`src/rtl/jimmy_port_responder.sv`:
```
// CPU I/O port responder: four egress FIFOs (CPU out ports -> tx streams) and four
// ingress FIFOs (rx streams -> CPU in ports). Optional macro JIMMY_PORT_LOOPBACK_EN adds a loopback input.
module jimmy_port_responder #(
    parameter int DEPTH = 4
) (
    input  logic        clk,
    input  logic        reset,
`ifdef JIMMY_PORT_LOOPBACK_EN
    input  logic        loopback,
`endif
    input  logic [7:0]  out_port_0,
    input  logic [7:0]  out_port_1,
    input  logic [7:0]  out_port_2,
    input  logic [7:0]  out_port_3,
    input  logic [3:0]  out_strobe,
    output logic [7:0]  in_port_0,
    output logic [7:0]  in_port_1,
    output logic [7:0]  in_port_2,
    output logic [7:0]  in_port_3,
    input  logic [3:0]  in_strobe,
    output logic [3:0]  tx_valid,
    input  logic [3:0]  tx_ready,
    output logic [31:0] tx_data,
    input  logic [3:0]  rx_valid,
    output logic [3:0]  rx_ready,
    input  logic [31:0] rx_data,
    output logic [3:0]  ovf_err,
    output logic [3:0]  udf_err
);

    localparam int AW = (DEPTH > 1) ? $clog2(DEPTH) : 1;
    localparam int PW = AW + 1;
    localparam logic [PW-1:0] FULL_CNT = PW'(DEPTH);

    logic [3:0] out_strobe_p1;
    logic [3:0] in_strobe_p1;
    logic       armed;
    logic [3:0] out_ev;
    logic [3:0] in_ev;
    logic [7:0] cpu_byte [4];
    logic [7:0] in_byte  [4];

    // Strobe history; armed suppresses events on the first edge after reset so a
    // strobe held low across reset release is not mistaken for a falling edge.
    always_ff @(posedge clk) begin
        if (!reset) begin
            out_strobe_p1 <= 4'hF;
            in_strobe_p1  <= 4'hF;
            armed         <= 1'b0;
        end else begin
            out_strobe_p1 <= out_strobe;
            in_strobe_p1  <= in_strobe;
            armed         <= 1'b1;
        end
    end

    assign out_ev = out_strobe_p1 & ~out_strobe & {4{armed}};
    assign in_ev  = in_strobe_p1 & ~in_strobe & {4{armed}};

    assign cpu_byte[0] = out_port_0;
    assign cpu_byte[1] = out_port_1;
    assign cpu_byte[2] = out_port_2;
    assign cpu_byte[3] = out_port_3;
    assign in_port_0   = in_byte[0];
    assign in_port_1   = in_byte[1];
    assign in_port_2   = in_byte[2];
    assign in_port_3   = in_byte[3];

    for (genvar n = 0; n < 4; n++) begin : g_port
        logic [7:0]    eg_mem [DEPTH];
        logic [7:0]    ig_mem [DEPTH];
        logic [PW-1:0] eg_wp, eg_rp, ig_wp, ig_rp;
        logic          eg_empty, eg_full, ig_empty, ig_full;
        logic [7:0]    eg_head, ig_head, ig_din;
        logic          eg_push, eg_pop, ig_push, ig_pop;
        logic          ovf_q, udf_q;

        assign eg_empty = (eg_wp == eg_rp);
        assign eg_full  = ((eg_wp - eg_rp) == FULL_CNT);
        assign ig_empty = (ig_wp == ig_rp);
        assign ig_full  = ((ig_wp - ig_rp) == FULL_CNT);
        assign eg_head  = eg_empty ? 8'h00 : eg_mem[eg_rp[AW-1:0]];
        assign ig_head  = ig_empty ? 8'h00 : ig_mem[ig_rp[AW-1:0]];

`ifdef JIMMY_PORT_LOOPBACK_EN
        assign tx_valid[n] = !loopback && !eg_empty;
        assign rx_ready[n] = !loopback && !ig_full;
        assign eg_pop  = loopback ? (!eg_empty && !ig_full) : (tx_valid[n] && tx_ready[n]);
        assign ig_push = loopback ? (!eg_empty && !ig_full) : (rx_valid[n] && rx_ready[n]);
        assign ig_din  = loopback ? eg_head : rx_data[8*n +: 8];
`else
        assign tx_valid[n] = !eg_empty;
        assign rx_ready[n] = !ig_full;
        assign eg_pop  = tx_valid[n] && tx_ready[n];
        assign ig_push = rx_valid[n] && rx_ready[n];
        assign ig_din  = rx_data[8*n +: 8];
`endif

        // A push into a full egress FIFO is only taken when the head leaves this cycle.
        assign eg_push = out_ev[n] && (!eg_full || eg_pop);
        assign ig_pop  = in_ev[n] && !ig_empty;

        assign tx_data[8*n +: 8] = eg_head;
        assign in_byte[n]        = ig_head;
        assign ovf_err[n]        = ovf_q;
        assign udf_err[n]        = udf_q;

        always_ff @(posedge clk) begin
            if (!reset) begin
                eg_wp <= '0;
                eg_rp <= '0;
                ig_wp <= '0;
                ig_rp <= '0;
                ovf_q <= 1'b0;
                udf_q <= 1'b0;
            end else begin
                if (eg_push) eg_wp <= eg_wp + PW'(1);
                if (eg_pop)  eg_rp <= eg_rp + PW'(1);
                if (ig_push) ig_wp <= ig_wp + PW'(1);
                if (ig_pop)  ig_rp <= ig_rp + PW'(1);
                if (out_ev[n] && eg_full && !eg_pop) ovf_q <= 1'b1;
                if (in_ev[n] && ig_empty)            udf_q <= 1'b1;
            end
        end

        always_ff @(posedge clk) begin
            if (eg_push) eg_mem[eg_wp[AW-1:0]] <= cpu_byte[n];
            if (ig_push) ig_mem[ig_wp[AW-1:0]] <= ig_din;
        end
    end

endmodule

```
`config.mk`:
```
export PLATFORM = sky130hd
export DESIGN_NAME = jimmy_port_responder
export DESIGN_NICKNAME = d
export VERILOG_FILES = /design/src/rtl/jimmy_port_responder.sv
export SDC_FILE = /design/constraint.sdc
export NUM_CORES = 1
export LEC_CHECK = 0
export ABC_AREA = 0
export BUFFER_PORTS_ARGS = -buffer_cell sky130_fd_sc_hd__buf_2
export CORE_MARGIN = 2
export CORE_UTILIZATION = 60
export DETAILED_ROUTE_END_ITERATION = 8
export GPL_ROUTABILITY_DRIVEN = 0
export PLACE_DENSITY = 0.9
export SLEW_MARGIN = 20
export SYNTH_ARGS = -nofsm -noshare
export SYNTH_HDL_FRONTEND = slang
export SYNTH_SLANG_ARGS = --single-unit
```
`constraint.sdc`:
```
create_clock -name clk -period 3.5 [get_ports clk]
set_clock_uncertainty 0.1 [all_clocks]
set_input_delay 0.7 -clock clk [delete_from_list [all_inputs] [get_ports clk]]
set_output_delay 0.7 -clock clk [all_outputs]
set_load 0.05 [all_outputs]
```
# == Word-level counts from Yosys, hierarchy flattened ==
# Memory sizes are Yosys's and may differ from the RTL's. A register that Yosys moved wholly into a read port is not among the register bits.
# Index checks and enable logic that the tools add are counted.
# classes
addsub,24
n_eq_ne,16
n_mux,41
bitwise,6
reduce_logical,52
# ops
op,n
8-bit two-way mux,8
3-bit by 1-bit adder with 3-bit output (second input constant),16
2-bit two-way mux,16
1-bit logical AND,28
3-bit equality test,8
3-bit equality test (second input constant),8
3-bit subtractor,8
1-bit logical NOT,20
1-bit two-way mux,17
4-bit AND,4
4-bit inverter,2
1-bit logical OR,4
# totals
register_bits,65
mem_bits_rw,256
input_bits,82
out_inout_bits,80
word_cells,174
n_memories,8
# memory_table
name,depth,word_bits,rd,rd_clocked_by_memory_dff,write_ports,line_no,text
g_port[0].eg_mem,4,8,1,1,1,70,logic [7:0] eg_mem [DEPTH];
g_port[0].ig_mem,4,8,1,1,1,71,logic [7:0] ig_mem [DEPTH];
g_port[1].eg_mem,4,8,1,1,1,70,
g_port[1].ig_mem,4,8,1,1,1,71,
g_port[2].eg_mem,4,8,1,1,1,70,
g_port[2].ig_mem,4,8,1,1,1,71,
2 more memories,n/a,n/a,n/a,n/a,n/a,n/a,

# == Depth between registers and ports, before layout ==
# depth
word_depth,7
depth_mapped,6
depth_no_buf,6

# == Least setup slack after synthesis ==
# Ideal clock, no wire load.
# synth_timing
path_kind,reg2out
startpoint,register g_port[1].eg_wp[0]
endpoint,output tx_data[10]
arrival_time_ns,1.826
required_ns,2.700
path_slack_ns,0.874
stages_incl_launch_ff,6
path_buffers,0
path_cell_list,dfxtp_1 -> inv_1 -> ha_1 -> nand2_1 -> nor2_1 -> nor2b_1
# synth_via
elab_chain_len,2
# synth_rtl
item,line_no,text
"start, declared",72,"logic [PW-1:0] eg_wp, eg_rp, ig_wp, ig_rp;"
"start signal, assigned",117,if (eg_push) eg_wp <= eg_wp + PW'(1);
3-bit equality test,78,assign eg_empty = (eg_wp == eg_rp);
8-bit two-way mux,82,assign eg_head = eg_empty ? 8'h00 : eg_mem[eg_rp[AW-1:0]];
"end, declared",23,"output logic [31:0] tx_data,"
# Every way passes these cells.

# == Worst setup path in the final report ==
# layout_timing
startpoint,register g_port[3].eg_wp[0]
endpoint,output tx_data[26]
# layout_via
elab_chain_len,2
# layout_rtl
item,line_no
"start, declared",72
"start signal, assigned",117
3-bit equality test,78
8-bit two-way mux,82
# Every way passes these cells.

==> results.yml <==
worst_setup_path:
  crit_slowest_cell: "nor2_1"
  r2r_slack_ns: 1.06
  crit_chain: "inv_1 -> ha_1 -> nand2_1 -> nor2_1 -> nor2b_1 -> buf_2"
  cp_max_fo: 10
  r2r_start: "g_port[2].eg_wp[0]"
  cp-end-kind: "output port"
  slowest_delay_ns: 0.65
  reg2reg_to: "g_port[2].eg_mem[0][7]"
  worst-path-buf-inv: 2
  rr_worst_depth: 6
  cp_top_family: "simple AND/OR/NAND/NOR gates"
  required_ns: 2.70
  arrival_ns: 2.49
  path_class: "flop to output port"
  startpoint_type: "flop"
min_path:
  hp-start: "in_strobe[0]"
  hp-class: "input pin to flop"
  hold_depth: 2
  whs_endpoint: "in_strobe_p1[0]"
global_routing:
  first_global_vias: 7868
  antenna_found_initial: 2
  grt_max_degree: 50
  grt_pass1_wl_um: 40100
  grt_usage: 0.211
  grt.overflow.total: 0
final_layout:
  register_area_sq_mm: 0.00931
  n_fill_cell: 1512
  drive_above_1_share: 0.283
  syn2layout_area_growth_pct: 15.8
  utilization: 0.701
  multi_input_area_sq_mm: 0.00456
  final_nets: 1181
pwr:
  p_switching_mw: 2.72
  ir_drop_uv: 484
  swShare: 0.274
  p_seq_frac: 0.466
  intPower_mw: 7.21
  power_frac_clock: 0.364
  comb_power_share: 0.170
  powerDensity_mw_per_mm2: 606
  total_leakage_power_nw: 6.06
floorplanning:
  core_sq_mm: 0.0233
  die_area_sq_mm: 0.0248
  core.rowCount: 56
  io_pins: 162
  die_h_um: 158
  dieWidth_um: 158
  start_util: 0.606
outcome:
  status: "finished, final reports clean"
synthesis:
  yosys.area.top_type: "edfxtp_1"
  synth_top_area_share: 0.544
  avgSynthCellArea_sq_um: 16.2
  yosysWarnings: 0
  ys_ff_latch: 337
  yosysUniqueCellTypes: 33
  async_flop_share: 0
  synth_area_leaders: "edfxtp_1, dfxtp_1, mux4_2"
  synthFlopType: "edfxtp_1"
  synth-edff-count: 256
  synth_fp_nets: 1013
  synthCells: 875
  syn-cell-area_sq_mm: 0.0141
  synth-seq-area-share: 0.658
  synth_most_common_cell: "edfxtp_1"
  yosys-top-cells-count: "edfxtp_1, and2_1, dfxtp_1"
drt:
  wirelength_um: 25900
  vias_per_cell: 5.44
  post_drt_wl_per_cell_um: 18.6
  postRouteAntennaNets: 0
  drt-initial-drc-count: 352
  drc_errors: 0
  via_count: 7560
  dr.pass1.iters: 4
job:
  maxCapViolations: 0
timing:
  max_slew_margin: 0.378
  rsz0062_at_grt: "false"
  period_needed_ns: 3.29
  setup_tns_ns: 0
  tightest_slew_ns: 0.933
  hold_viol: 0
  timing.final.max_slew_violations: 0
  min_period_over_period: 0.940
  setup_viol_count_final: 0
  timing.fmax_ghz: 0.304
clock_network:
  clkSinkCount: 337
  post_cts_buffers: 0
  ctsHtreeMaxLevel: 2
  cts_root_buf: "clkbuf_16"
  clk_pin_slew_ns: 0.06
  cts_buffers: 34
  worstSkewPairLatency_ns: 0.50
  cts_tree: "yes"
  clock_path_buffers: 3
placement:
  dp_hpwl_um: 17200
  port_buffers: 161
## what timing repair did
action | CTS | global route
hold endpoints to repair | 0 | 0
setup endpoints to repair | 0 | 3
hold buffers | 0 | 0
resized for setup | 0 | 1
## metrics by stage
step / cell area (sq um) / setup slack, ns / total power, mW / hold slack (ns) / std cells
6_report: 16400 / 0.211 / 9.92 / 0.293 / 1389
5_1_grt: 16400 / 0.0656 / 10.3 / 0.282 / 1388
4_1_cts: 16400 / 0.0940 / 10.0 / 0.271 / 1388
3_5_place_dp: 15200 / 0.769 / 6.39 / 0.377 / 1326
3_3_place_gp: 15200 / 0.883 / 6.33 / 0.366 / 1326
2_1_floorplan: 14100 / 0.874 / 5.97 / 0.342 / 875
## state kept, by name, summed over array words and instances, names as in the netlist, named ones only
register / cells
out_strobe_p1: 4
armed: 1
g_port.ovf_q: 4
in_strobe_p1: 4
g_port.ig_wp: 12
g_port.ig_rp: 12
g_port.eg_rp: 12
g_port.udf_q: 4
g_port.eg_mem: 128
g_port.eg_wp: 12
g_port.ig_mem: 128
## routing by layer
metal,global-route usage,vias to the layer above,part of all wire
met3,0.0355,53,0.045
met5,0,-,0.0011
li1,-,3557,-
met2,0.377,204,0.53
met4,0.0714,4,0.024
met1,0.260,3742,0.40
## power groups by stage
stage | clock network, mW | registers, mW | logic [mW]
final | 3.61 | 4.62 | 1.69
after global routing | 3.84 | 4.65 | 1.81
after CTS | 3.68 | 4.63 | 1.71
after detailed placement | 0 | 4.71 | 1.68
after global placement | 0 | 4.70 | 1.64
after floorplan | 0 | 4.62 | 1.35
## layout make-up
cell class / count / area share
diodes: 1 / 0.000153
clock buffers: 50 / 0.0626
clock inverters: 12 / 0.00680
inverters: 28 / 0.00642
multi-input cells: 476 / 0.279
flip-flops and latches: 337 / 0.569
well taps: 319 / 0.0244
repair buffers: 166 / 0.0523
## worst reg2reg max path: cells and delay by family, from the launching register on
kind                       cells  cell delay, ns
and+or+nand+nor                3            0.95
DFF                            1            0.39
adders and majority gates      1            0.32
AOI/OAI and AO/OA              1            0.18
buffers and inverters          1            0.12
## cells by family (layout without fill, tap and decap cells)
family / Yosys count / after routing / share of synthesized area
compound gates: 44 / 44 / 0.0250
buf+inv: 62 / 256 / 0.0193
other cells: 0 / 1 / 0
simple gates: 256 / 256 / 0.106
xor+xnor: 24 / 24 / 0.0170
fa+ha+maj: 56 / 56 / 0.0496
flops: 337 / 337 / 0.658
mux: 96 / 96 / 0.125
## cells in the final DEF, fill, tap and decap left out, types with 5 or more instances in the layout
master,count
a21oi_1,8
and2_1,84
buf_2,161
clkbuf_1,8
clkbuf_16,37
clkbuf_8,5
dfxtp_1,81
edfxtp_1,256
ha_1,56
inv_1,28
mux2i_1,32
mux4_2,64
nand2_1,60
nand2b_1,20
nor2_1,15
nor2b_1,48
nor3_1,8
o21ai_0,8
o31a_1,6
xnor2_1,16
## worst max path at each step
stage                             from  depth (start not counted)           to  slack [ns]
finish              g_port[3].eg_wp[0]                          6  tx_data[26]        0.21
global route        g_port[0].eg_wp[0]                          6   tx_data[6]        0.07
CTS                 g_port[1].eg_wp[0]                          6  tx_data[13]        0.09
detailed placement  g_port[1].eg_wp[0]                          6  tx_data[13]        0.77
global placement    g_port[3].eg_wp[0]                          6  tx_data[30]        0.88
floorplan           g_port[1].eg_wp[0]                          5  tx_data[10]        0.87
Power figures use the tool's default switching activity.
